--- src/rtl/sync_fifo_gen_if.sv ---
// Bus bundle for sync_fifo_gen. The producer/consumer side uses master and the FIFO uses slave.
// A write request is taken on a rising clk edge only when wr_en=1 and fifo_full=0. A read request is taken only when rd_en=1 and fifo_empty=0.
interface sync_fifo_gen_if #(
  parameter int DATA_WIDTH = 8,
  parameter int ADDR_WIDTH = 4
);
  logic                  wr_en;
  logic [DATA_WIDTH-1:0] data_in;
  logic                  rd_en;
  logic [DATA_WIDTH-1:0] data_out;
  logic                  data_valid;
  logic                  fifo_full;
  logic                  fifo_empty;
  logic                  almost_full;
  logic                  almost_empty;
  logic [ADDR_WIDTH:0]   af_thresh;
  logic [ADDR_WIDTH:0]   ae_thresh;
  logic [ADDR_WIDTH:0]   fifo_counter;
  logic                  overflow;
  logic                  underflow;
  logic                  clr_err;

  modport master (
    output wr_en, data_in, rd_en, af_thresh, ae_thresh, clr_err,
    input  data_out, data_valid, fifo_full, fifo_empty, almost_full,
           almost_empty, fifo_counter, overflow, underflow
  );

  modport slave (
    input  wr_en, data_in, rd_en, af_thresh, ae_thresh, clr_err,
    output data_out, data_valid, fifo_full, fifo_empty, almost_full,
           almost_empty, fifo_counter, overflow, underflow
  );
endinterface

--- src/rtl/sync_fifo_gen.sv ---
// Parametrised single-clock FIFO with thresholds, sticky error flags and a standard or FWFT read port.
module sync_fifo_gen #(
  parameter int DATA_WIDTH = 8,
  parameter int ADDR_WIDTH = 4,
  parameter int FWFT       = 0
) (
  input logic            clk,
  input logic            rst,
  sync_fifo_gen_if.slave bus
);
  localparam int                  DEPTH     = 1 << ADDR_WIDTH;
  localparam logic [ADDR_WIDTH:0] DEPTH_CNT = (ADDR_WIDTH+1)'(DEPTH);

  logic [DATA_WIDTH-1:0] mem_q [DEPTH];
  logic [ADDR_WIDTH-1:0] wr_ptr_q, wr_ptr_d;
  logic [ADDR_WIDTH-1:0] rd_ptr_q, rd_ptr_d;
  logic [ADDR_WIDTH:0]   count_q, count_d;
  logic                  overflow_q, overflow_d;
  logic                  underflow_q, underflow_d;
  logic                  full, empty, wr_acc, rd_acc;
  logic [DATA_WIDTH-1:0] rd_data;
  logic                  rd_valid;

  // Accepts are based only on registered occupancy, so no input reaches the flags combinationally.
  assign full   = (count_q == DEPTH_CNT);
  assign empty  = (count_q == '0);
  assign wr_acc = bus.wr_en & ~full;
  assign rd_acc = bus.rd_en & ~empty;

  always_comb begin
    wr_ptr_d    = wr_ptr_q;
    rd_ptr_d    = rd_ptr_q;
    count_d     = count_q;
    overflow_d  = overflow_q;
    underflow_d = underflow_q;
    if (wr_acc) wr_ptr_d = wr_ptr_q + ADDR_WIDTH'(1);
    if (rd_acc) rd_ptr_d = rd_ptr_q + ADDR_WIDTH'(1);
    case ({wr_acc, rd_acc})
      2'b10:   count_d = count_q + (ADDR_WIDTH+1)'(1);
      2'b01:   count_d = count_q - (ADDR_WIDTH+1)'(1);
      default: count_d = count_q;
    endcase
    // Clear first so that a set event in the same cycle overrides it.
    if (bus.clr_err) begin
      overflow_d  = 1'b0;
      underflow_d = 1'b0;
    end
    if (bus.wr_en & full)  overflow_d  = 1'b1;
    if (bus.rd_en & empty) underflow_d = 1'b1;
  end

  always_ff @(posedge clk or posedge rst) begin
    if (rst) begin
      wr_ptr_q    <= '0;
      rd_ptr_q    <= '0;
      count_q     <= '0;
      overflow_q  <= 1'b0;
      underflow_q <= 1'b0;
    end else begin
      wr_ptr_q    <= wr_ptr_d;
      rd_ptr_q    <= rd_ptr_d;
      count_q     <= count_d;
      overflow_q  <= overflow_d;
      underflow_q <= underflow_d;
    end
  end

  // Storage is deliberately left unreset; it is never observed while the FIFO is empty.
  always_ff @(posedge clk) begin
    if (wr_acc) mem_q[wr_ptr_q] <= bus.data_in;
  end

  generate
    if (FWFT != 0) begin : g_fwft
      // Head word is shown directly; it is forced to zero while empty to keep stale contents hidden.
      always_comb begin
        rd_data = '0;
        if (!empty) rd_data = mem_q[rd_ptr_q];
      end
      assign rd_valid = ~empty;
    end else begin : g_std
      logic [DATA_WIDTH-1:0] dout_q, dout_d;
      logic                  dvalid_q, dvalid_d;

      always_comb begin
        dout_d   = dout_q;
        dvalid_d = rd_acc;
        if (rd_acc) dout_d = mem_q[rd_ptr_q];
      end

      always_ff @(posedge clk or posedge rst) begin
        if (rst) begin
          dout_q   <= '0;
          dvalid_q <= 1'b0;
        end else begin
          dout_q   <= dout_d;
          dvalid_q <= dvalid_d;
        end
      end

      assign rd_data  = dout_q;
      assign rd_valid = dvalid_q;
    end
  endgenerate

  assign bus.data_out     = rd_data;
  assign bus.data_valid   = rd_valid;
  assign bus.fifo_full    = full;
  assign bus.fifo_empty   = empty;
  assign bus.almost_full  = (count_q >= bus.af_thresh);
  assign bus.almost_empty = (count_q <= bus.ae_thresh);
  assign bus.fifo_counter = count_q;
  assign bus.overflow     = overflow_q;
  assign bus.underflow    = underflow_q;

  a_count_range: assert property (@(posedge clk) disable iff (rst) count_q <= DEPTH_CNT);
  a_ptr_count:   assert property (@(posedge clk) disable iff (rst)
                   (wr_ptr_q - rd_ptr_q) == count_q[ADDR_WIDTH-1:0]);
endmodule
--- src/flat_wrapper.sv ---
// flat-port wrapper written by rule: the top's interface ports become plain ports
module sync_fifo_gen_flat 
#(
  parameter int DATA_WIDTH = 8,
  parameter int ADDR_WIDTH = 4,
  parameter int FWFT       = 0
)
  (clk, rst, bus_wr_en, bus_data_in, bus_rd_en, bus_af_thresh, bus_ae_thresh, bus_clr_err, bus_data_out, bus_data_valid, bus_fifo_full, bus_fifo_empty, bus_almost_full, bus_almost_empty, bus_fifo_counter, bus_overflow, bus_underflow);
  sync_fifo_gen_if #(.DATA_WIDTH(DATA_WIDTH), .ADDR_WIDTH(ADDR_WIDTH)) bus_i ();
  input logic clk;
  input logic rst;
  input wire logic [$bits(bus_i.wr_en)-1:0] bus_wr_en;
  input wire logic [$bits(bus_i.data_in)-1:0] bus_data_in;
  input wire logic [$bits(bus_i.rd_en)-1:0] bus_rd_en;
  input wire logic [$bits(bus_i.af_thresh)-1:0] bus_af_thresh;
  input wire logic [$bits(bus_i.ae_thresh)-1:0] bus_ae_thresh;
  input wire logic [$bits(bus_i.clr_err)-1:0] bus_clr_err;
  output wire logic [$bits(bus_i.data_out)-1:0] bus_data_out;
  output wire logic [$bits(bus_i.data_valid)-1:0] bus_data_valid;
  output wire logic [$bits(bus_i.fifo_full)-1:0] bus_fifo_full;
  output wire logic [$bits(bus_i.fifo_empty)-1:0] bus_fifo_empty;
  output wire logic [$bits(bus_i.almost_full)-1:0] bus_almost_full;
  output wire logic [$bits(bus_i.almost_empty)-1:0] bus_almost_empty;
  output wire logic [$bits(bus_i.fifo_counter)-1:0] bus_fifo_counter;
  output wire logic [$bits(bus_i.overflow)-1:0] bus_overflow;
  output wire logic [$bits(bus_i.underflow)-1:0] bus_underflow;
  assign bus_i.wr_en = bus_wr_en;
  assign bus_i.data_in = bus_data_in;
  assign bus_i.rd_en = bus_rd_en;
  assign bus_i.af_thresh = bus_af_thresh;
  assign bus_i.ae_thresh = bus_ae_thresh;
  assign bus_i.clr_err = bus_clr_err;
  assign bus_data_out = bus_i.data_out;
  assign bus_data_valid = bus_i.data_valid;
  assign bus_fifo_full = bus_i.fifo_full;
  assign bus_fifo_empty = bus_i.fifo_empty;
  assign bus_almost_full = bus_i.almost_full;
  assign bus_almost_empty = bus_i.almost_empty;
  assign bus_fifo_counter = bus_i.fifo_counter;
  assign bus_overflow = bus_i.overflow;
  assign bus_underflow = bus_i.underflow;
  sync_fifo_gen #(.DATA_WIDTH(DATA_WIDTH), .ADDR_WIDTH(ADDR_WIDTH), .FWFT(FWFT)) u_core (.clk(clk), .rst(rst), .bus(bus_i));
endmodule
--- config.mk ---
export PLATFORM = sky130hd
export DESIGN_NAME = sync_fifo_gen_flat
export DESIGN_NICKNAME = d
export VERILOG_FILES = /design/src/rtl/sync_fifo_gen_if.sv /design/src/rtl/sync_fifo_gen.sv /design/src/flat_wrapper.sv
export SDC_FILE = /design/constraint.sdc
export NUM_CORES = 1
export LEC_CHECK = 0
export CAP_MARGIN = 20
export CELL_PAD_IN_SITES_DETAIL_PLACEMENT = 1
export CELL_PAD_IN_SITES_GLOBAL_PLACEMENT = 2
export CORE_ASPECT_RATIO = 1.5
export CORE_MARGIN = 2
export CORE_UTILIZATION = 25
export CTS_BUF_LIST = sky130_fd_sc_hd__clkbuf_4
export DETAILED_ROUTE_END_ITERATION = 8
export HOLD_SLACK_MARGIN = 0.1
export PLACE_DENSITY = 0.53
export REMOVE_ABC_BUFFERS = 1
export SYNTH_ARGS = -nofsm -noshare
export SYNTH_HDL_FRONTEND = slang
export SYNTH_SLANG_ARGS = --single-unit
--- constraint.sdc ---
create_clock -name clk -period 2.5 [get_ports clk]
set_clock_uncertainty 0.05 [all_clocks]
set_input_delay 0.375 -clock clk [delete_from_list [all_inputs] [get_ports clk]]
set_output_delay 0.375 -clock clk [all_outputs]
set_load 0.03 [all_outputs]
; ---- Word level (Yosys, flattened, before mapping)
; Memories as Yosys holds them, arrays and structs flattened. A register that Yosys moved wholly into a read port is not among the register bits.
; Cells that the tools add are included.
[totals]
ff_bits = 16
ram_bits = 128
in_bits = 23
output_inout_bits = 20
wordCells = 32
n_memories = 1
[memory_table]
columns = name, depth, word_bits, rd, rd_ports_with_merged_regs, wr, line
row1 = u_core.mem_q, 16, 8, 1, 1, 1, sync_fifo_gen.sv:14  ; logic [DATA_WIDTH-1:0] mem_q [DEPTH];
[classes]
n_addsub = 4
magnitude_cmp = 2
n_eq_ne = 3
n_mux = 6
n_bitwise = 6
n_reduce_logical = 4
[ops]
columns = cell, n
row1 = 5-bit one-hot mux with 2 select lines, 1
row2 = "4-bit by 1-bit adder with 4-bit output, second input constant", 2
row3 = 2-bit nonzero test, 3
row4 = "5-bit by 1-bit adder with 5-bit output, second input constant", 1
row5 = "5-bit equality test, second input constant", 1
row6 = 5-bit >= comparator, 1
row7 = 5-bit less-or-equal comparator, 1
row8 = 5-bit zero test, 1
row9 = 1-bit 2-to-1 mux, 5
row10 = "5-bit by 1-bit subtractor with 5-bit output, second input constant", 1
row11 = 1-bit AND, 4
row12 = "2-bit by 1-bit equality test with 1-bit output, second input constant", 1
row13 = "2-bit equality test, second input constant", 1
row14 = 1-bit inverter, 2

; ---- Longest topological paths before layout
[logic_depth]
depth_word = 5
depth_mapped = 14
ltp_nobuf = 11

; ---- Least setup slack after synthesis
; Ideal clock, no wire load.
[synth_timing]
path_type = reg-to-reg
from = register u_core.count_q[1] (netlist: u_core.bus.fifo_counter[1])
to = register u_core.count_q[4] (netlist: u_core.bus.fifo_counter[4])
setup_time_ps = 139
arrival_time_ps = 2745
required_ps = 2311
path_slack_ps = -434
stages_incl_launch_ff = 14
n_path_buf = 2
synth_period_minus_slack_ps = 2934
cell_sequence = dfrtp_1 > buf_6 > nor4_4 > and2b_4 > nand2b_4 > inv_4 > ha_1 > clkbuf_1 > xor2_1 > ha_1 > o211a_1 > o31ai_1 > a31oi_1 > xor2_1
[synth_via]
elab_chain_len = 5
elab_cells_between_ends = 12
classes_between = add/sub (2) / eq/ne (3) / mux (1) / bitwise (4) / reduce/logical (2)
[synth_rtl]
columns = item, line
row1 = start: declaration, sync_fifo_gen.sv:17  ; logic [ADDR_WIDTH:0] count_q, count_d;
row2 = start signal: assignment, sync_fifo_gen.sv:62  ; count_q <= count_d;
row3 = 5-bit zero test *, sync_fifo_gen.sv:26  ; assign empty = (count_q == '0);
row4 = net bus_fifo_empty, flat_wrapper.sv:21  ; output wire logic [$bits(bus_i.fifo_empty)-1:0] bus_fifo_empty;
row5 = 1-bit inverter *, sync_fifo_gen.sv:28  ; assign rd_acc = bus.rd_en & ~empty;
row6 = 1-bit AND *, sync_fifo_gen.sv:28
row7 = net u_core.g_std.dvalid_d, sync_fifo_gen.sv:83  ; logic dvalid_q, dvalid_d;
row8 = 2-bit by 1-bit equality test with 1-bit output / 2-bit equality test (equally long branches), sync_fifo_gen.sv:38  ; case ({wr_acc, rd_acc})
row9 = 5-bit one-hot mux with 2 select lines / 2-bit nonzero test (equally long branches), n/a
; Mark *: on every way through the listed nets, which the timed path passes. The rest lies on a longest branch.
; A chain may end at the register's enable or synchronous reset.

; ---- Worst setup path after layout
[layout_timing]
from = register u_core.count_q[1] (netlist: u_core.bus.fifo_counter[1])
to = output bus_almost_empty
[layout_via]
elab_chain_len = 1
[layout_rtl]
columns = item, line
row1 = 5-bit less-or-equal comparator, sync_fifo_gen.sv:111  ; assign bus.almost_empty = (count_q <= bus.ae_thresh);
row2 = end: declaration, flat_wrapper.sv:23  ; output wire logic [$bits(bus_i.almost_empty)-1:0] bus_almost_empty;
; No other way between the ends.

==> results.cfg <==
[logic_synthesis]
synth.distinct_cells = 42
synth-seq-cells = 152
syn_avg_cell_area_um2 = 18.3
synth_xor_area_share_pct = 1.49
yosysMostFrequentCell = edfxtp_1
yosys-top-cells-count = 128 x edfxtp_1, 25 x mux4_1, 24 x dfrtp_1, 24 x nand2_1, 19 x ha_1
synth_edf_count = 128
synth_top_family_by_area = multiplexers
synth_warnings = 0
ys_seq_area_share_pct = 68.7
yosys.area_share.adder_pct = 3.67
yosys-top-cells-area = edfxtp_1 59%, mux4_1 10%, dfrtp_1 9.3%, ha_1 3.7%, mux2i_1 2.5%
synth-simple-area-share_pct = 4.45
synthArstFlopShare_pct = 15.8
synth_compound_area_share_pct = 3.19
netlist_area_um2 = 6470
synth_top_area_share_pct = 59.4
yosysTopAreaCell = edfxtp_1
synth_mux_area_share_pct = 15.2
ys.flop_type = edfxtp_1
synthCells = 353

[global_routing]
grt_pass1_vias = 3858
antenna_found_initial = 1
grt_max_degree = 35
grt_usage_pct = 11.9
grt_overflow_total = 0
grt_pass1_wl_um = 23400

[floorplan]
start_util_pct = 25.3
dieArea_um2 = 27200
fp.dieW_um = 135
row_count = 72
core_area_um2 = 25600
fp.dieH_um = 201
io_pins = 43

[setup_path]
r2r_cells = 12
endpoint_kind = output pin
reg2reg_slack_ns = 0
crit_type = reg -> out
cp-start-kind = flop
cp.required_ns = 2.08
cp-endpoint = bus_almost_empty
timing.rr.start = u_core.bus.fifo_counter[1]
cp.arrival_ns = 2.21
cp_max_fo = 2
reg2reg_to = u_core.bus.fifo_counter[4]
cp-startpoint = u_core.bus.fifo_counter[1]

[route]
drt_iter0_markers = 203
drt_wl_total_um = 15700
wl_per_cell_um = 19.6
vias_per_cell = 4.42
ant_nets = 0
dr.pass1.iters = 4
drc = 0
vias = 3531

[timing]
tightest_slew_ns = 0.681
finalCriticalPeriod_ns = 2.63
setup_ws_ns = -0.131
slew_headroom_pct = 54.6
post-route-period-util_pct = 105
finalSetupViolCount = 2
timing.hold.ws_ns = 0.135
hold_viol = 0
fmax_mhz = 380
rsz0062_at_grt = true
drv_slew = 0

[power]
power_density_nw_per_um2 = 1020
ir_worst_vdd_mv = 0.467
p_leak_nw = 2.89

[placed_design]
dp_hpwl_um = 10900
place.gp.congestion = 0.723
place_area_um2 = 7490
portBuffers = 42

[finish]
multi_input_area_um2 = 1930
design_area_um2 = 8000
drive_gt1_share_pct = 26.0
nFillCells = 2678
syn_to_final_growth_pct = 23.6
final-seq-area_um2 = 4450
final_nets = 494
final_core_utilization_pct = 31.3

[status]
violations = setup timing
status = finished, violations left

[clock_tree]
cts.clk_slew.worst_paths_ns = 0.13
cts_hold_buffers = 0
cts_tree = done
cts_root_buf = clkbuf_4
clk_path_buf_depth = 2
numCtsBuffers = 17
insertion_delay_ns = 0.54
cts.sinks = 152
cts_max_level = 4

[job]
maxCapViolCount = 0

[hold_path]
hold_path_class = in -> async
-- through the flow --
step	cells	TNS, ns	worst slack (ns)	total power, mW
6_report	799	-0.158	-0.131	8.19
5_1_grt	799	-0.834	-0.281	8.68
4_1_cts	790	-0.324	-0.191	8.20
3_5_place_dp	751	-0.271	-0.163	6.67
3_3_place_gp	751	-0.178	-0.161	6.60
2_1_floorplan	335	-0.728	-0.379	5.26
-- per-layer routing --
layer  vias to the layer above  share of wire, %  global-route usage (%)
li1                       1593                 -                       -
met1                      1840                38                    12.8
met2                        80                58                    22.8
met3                        18               2.6                    2.20
met4                         0               1.8                    3.98
met5                         -                 0                       0
-- power by group --
part	switching, mW	total (mW)	internal [mW]	leakage (nW)
registers	0.257	3.40	3.14	1.45
logic	1.77	3.42	1.65	1.31
clock network	0.865	1.37	0.506	0.127
-- cell families (layout without fill, tap and decap cells) --
group	Yosys count	count (layout)
compound gates	29	29
other cells	0	1
flops	152	152
mux	49	49
xor+xnor	11	11
simple gates	58	58
buf+inv	35	147
fa+ha+maj	19	19
-- timing repair --
action                                 4_1_cts  5_1_grt
resized for setup                           28       19
endpoints found under the hold margin        0        0
pin swaps                                    5       11
setup endpoints to repair                    7        7
buffers inserted                             7        8
-- worst min-delay path by stage --
stage	start	to	slack [ns]	depth (start not counted)
3_5_place_dp	u_core.bus.overflow	u_core.bus.overflow	0.46	1
2_1_floorplan	rst	u_core.bus.data_out[0]	0.34	1
3_3_place_gp	u_core.bus.underflow	u_core.bus.underflow	0.46	1
4_1_cts	rst	u_core.bus.data_valid	0.10	3
5_1_grt	rst	u_core.bus.data_valid	0.12	3
6_report	rst	u_core.bus.data_valid	0.14	3
-- layout by cell type, fill, tap and decap left out, types with 4 or more instances in the layout --
master,instances
xnor2_1,6
o221ai_1,8
nor3_1,4
xor2_1,5
nand2_1,24
clkinvlp_4,4
edfxtp_1,128
mux2i_1,16
inv_1,14
buf_4,51
ha_4,6
mux4_1,25
dfrtp_1,23
buf_6,6
nor2_1,15
clkdlybuf4s50_1,38
clkbuf_4,19
ha_1,12
mux4_2,7
-- critical path: stages, from the launching register on --
cell	delay (ns)
dfrtp_1	0.41
buf_6	0.13
ha_4	0.22
nor2b_1	0.12
o21a_1	0.17
o21a_1	0.18
o21a_1	0.18
o22ai_2	0.11
buf_6	0.15
-- state kept, by name, indices dropped and copies added, names as in the netlist --
| register | count |
|---|---|
| u_core.mem_q | 128 |
| u_core.bus.data_valid | 1 |
| u_core.bus.fifo_counter | 5 |
| u_core.bus.data_out | 8 |
| u_core.bus.overflow | 1 |
| u_core.bus.underflow | 1 |
| u_core.wr_ptr_q | 4 |
| u_core.rd_ptr_q | 4 |
-- layout make-up --
cell class | instances | area share (%)
flip-flops and latches | 152 | 55.6
multi-input cells | 166 | 24.1
repair buffers | 98 | 11.1
well taps | 333 | 5.21
clock buffers | 19 | 1.78
clock inverters | 13 | 1.35
inverters | 17 | 0.860
diodes | 1 | 0.0313
Power figures use the tool's default switching activity.
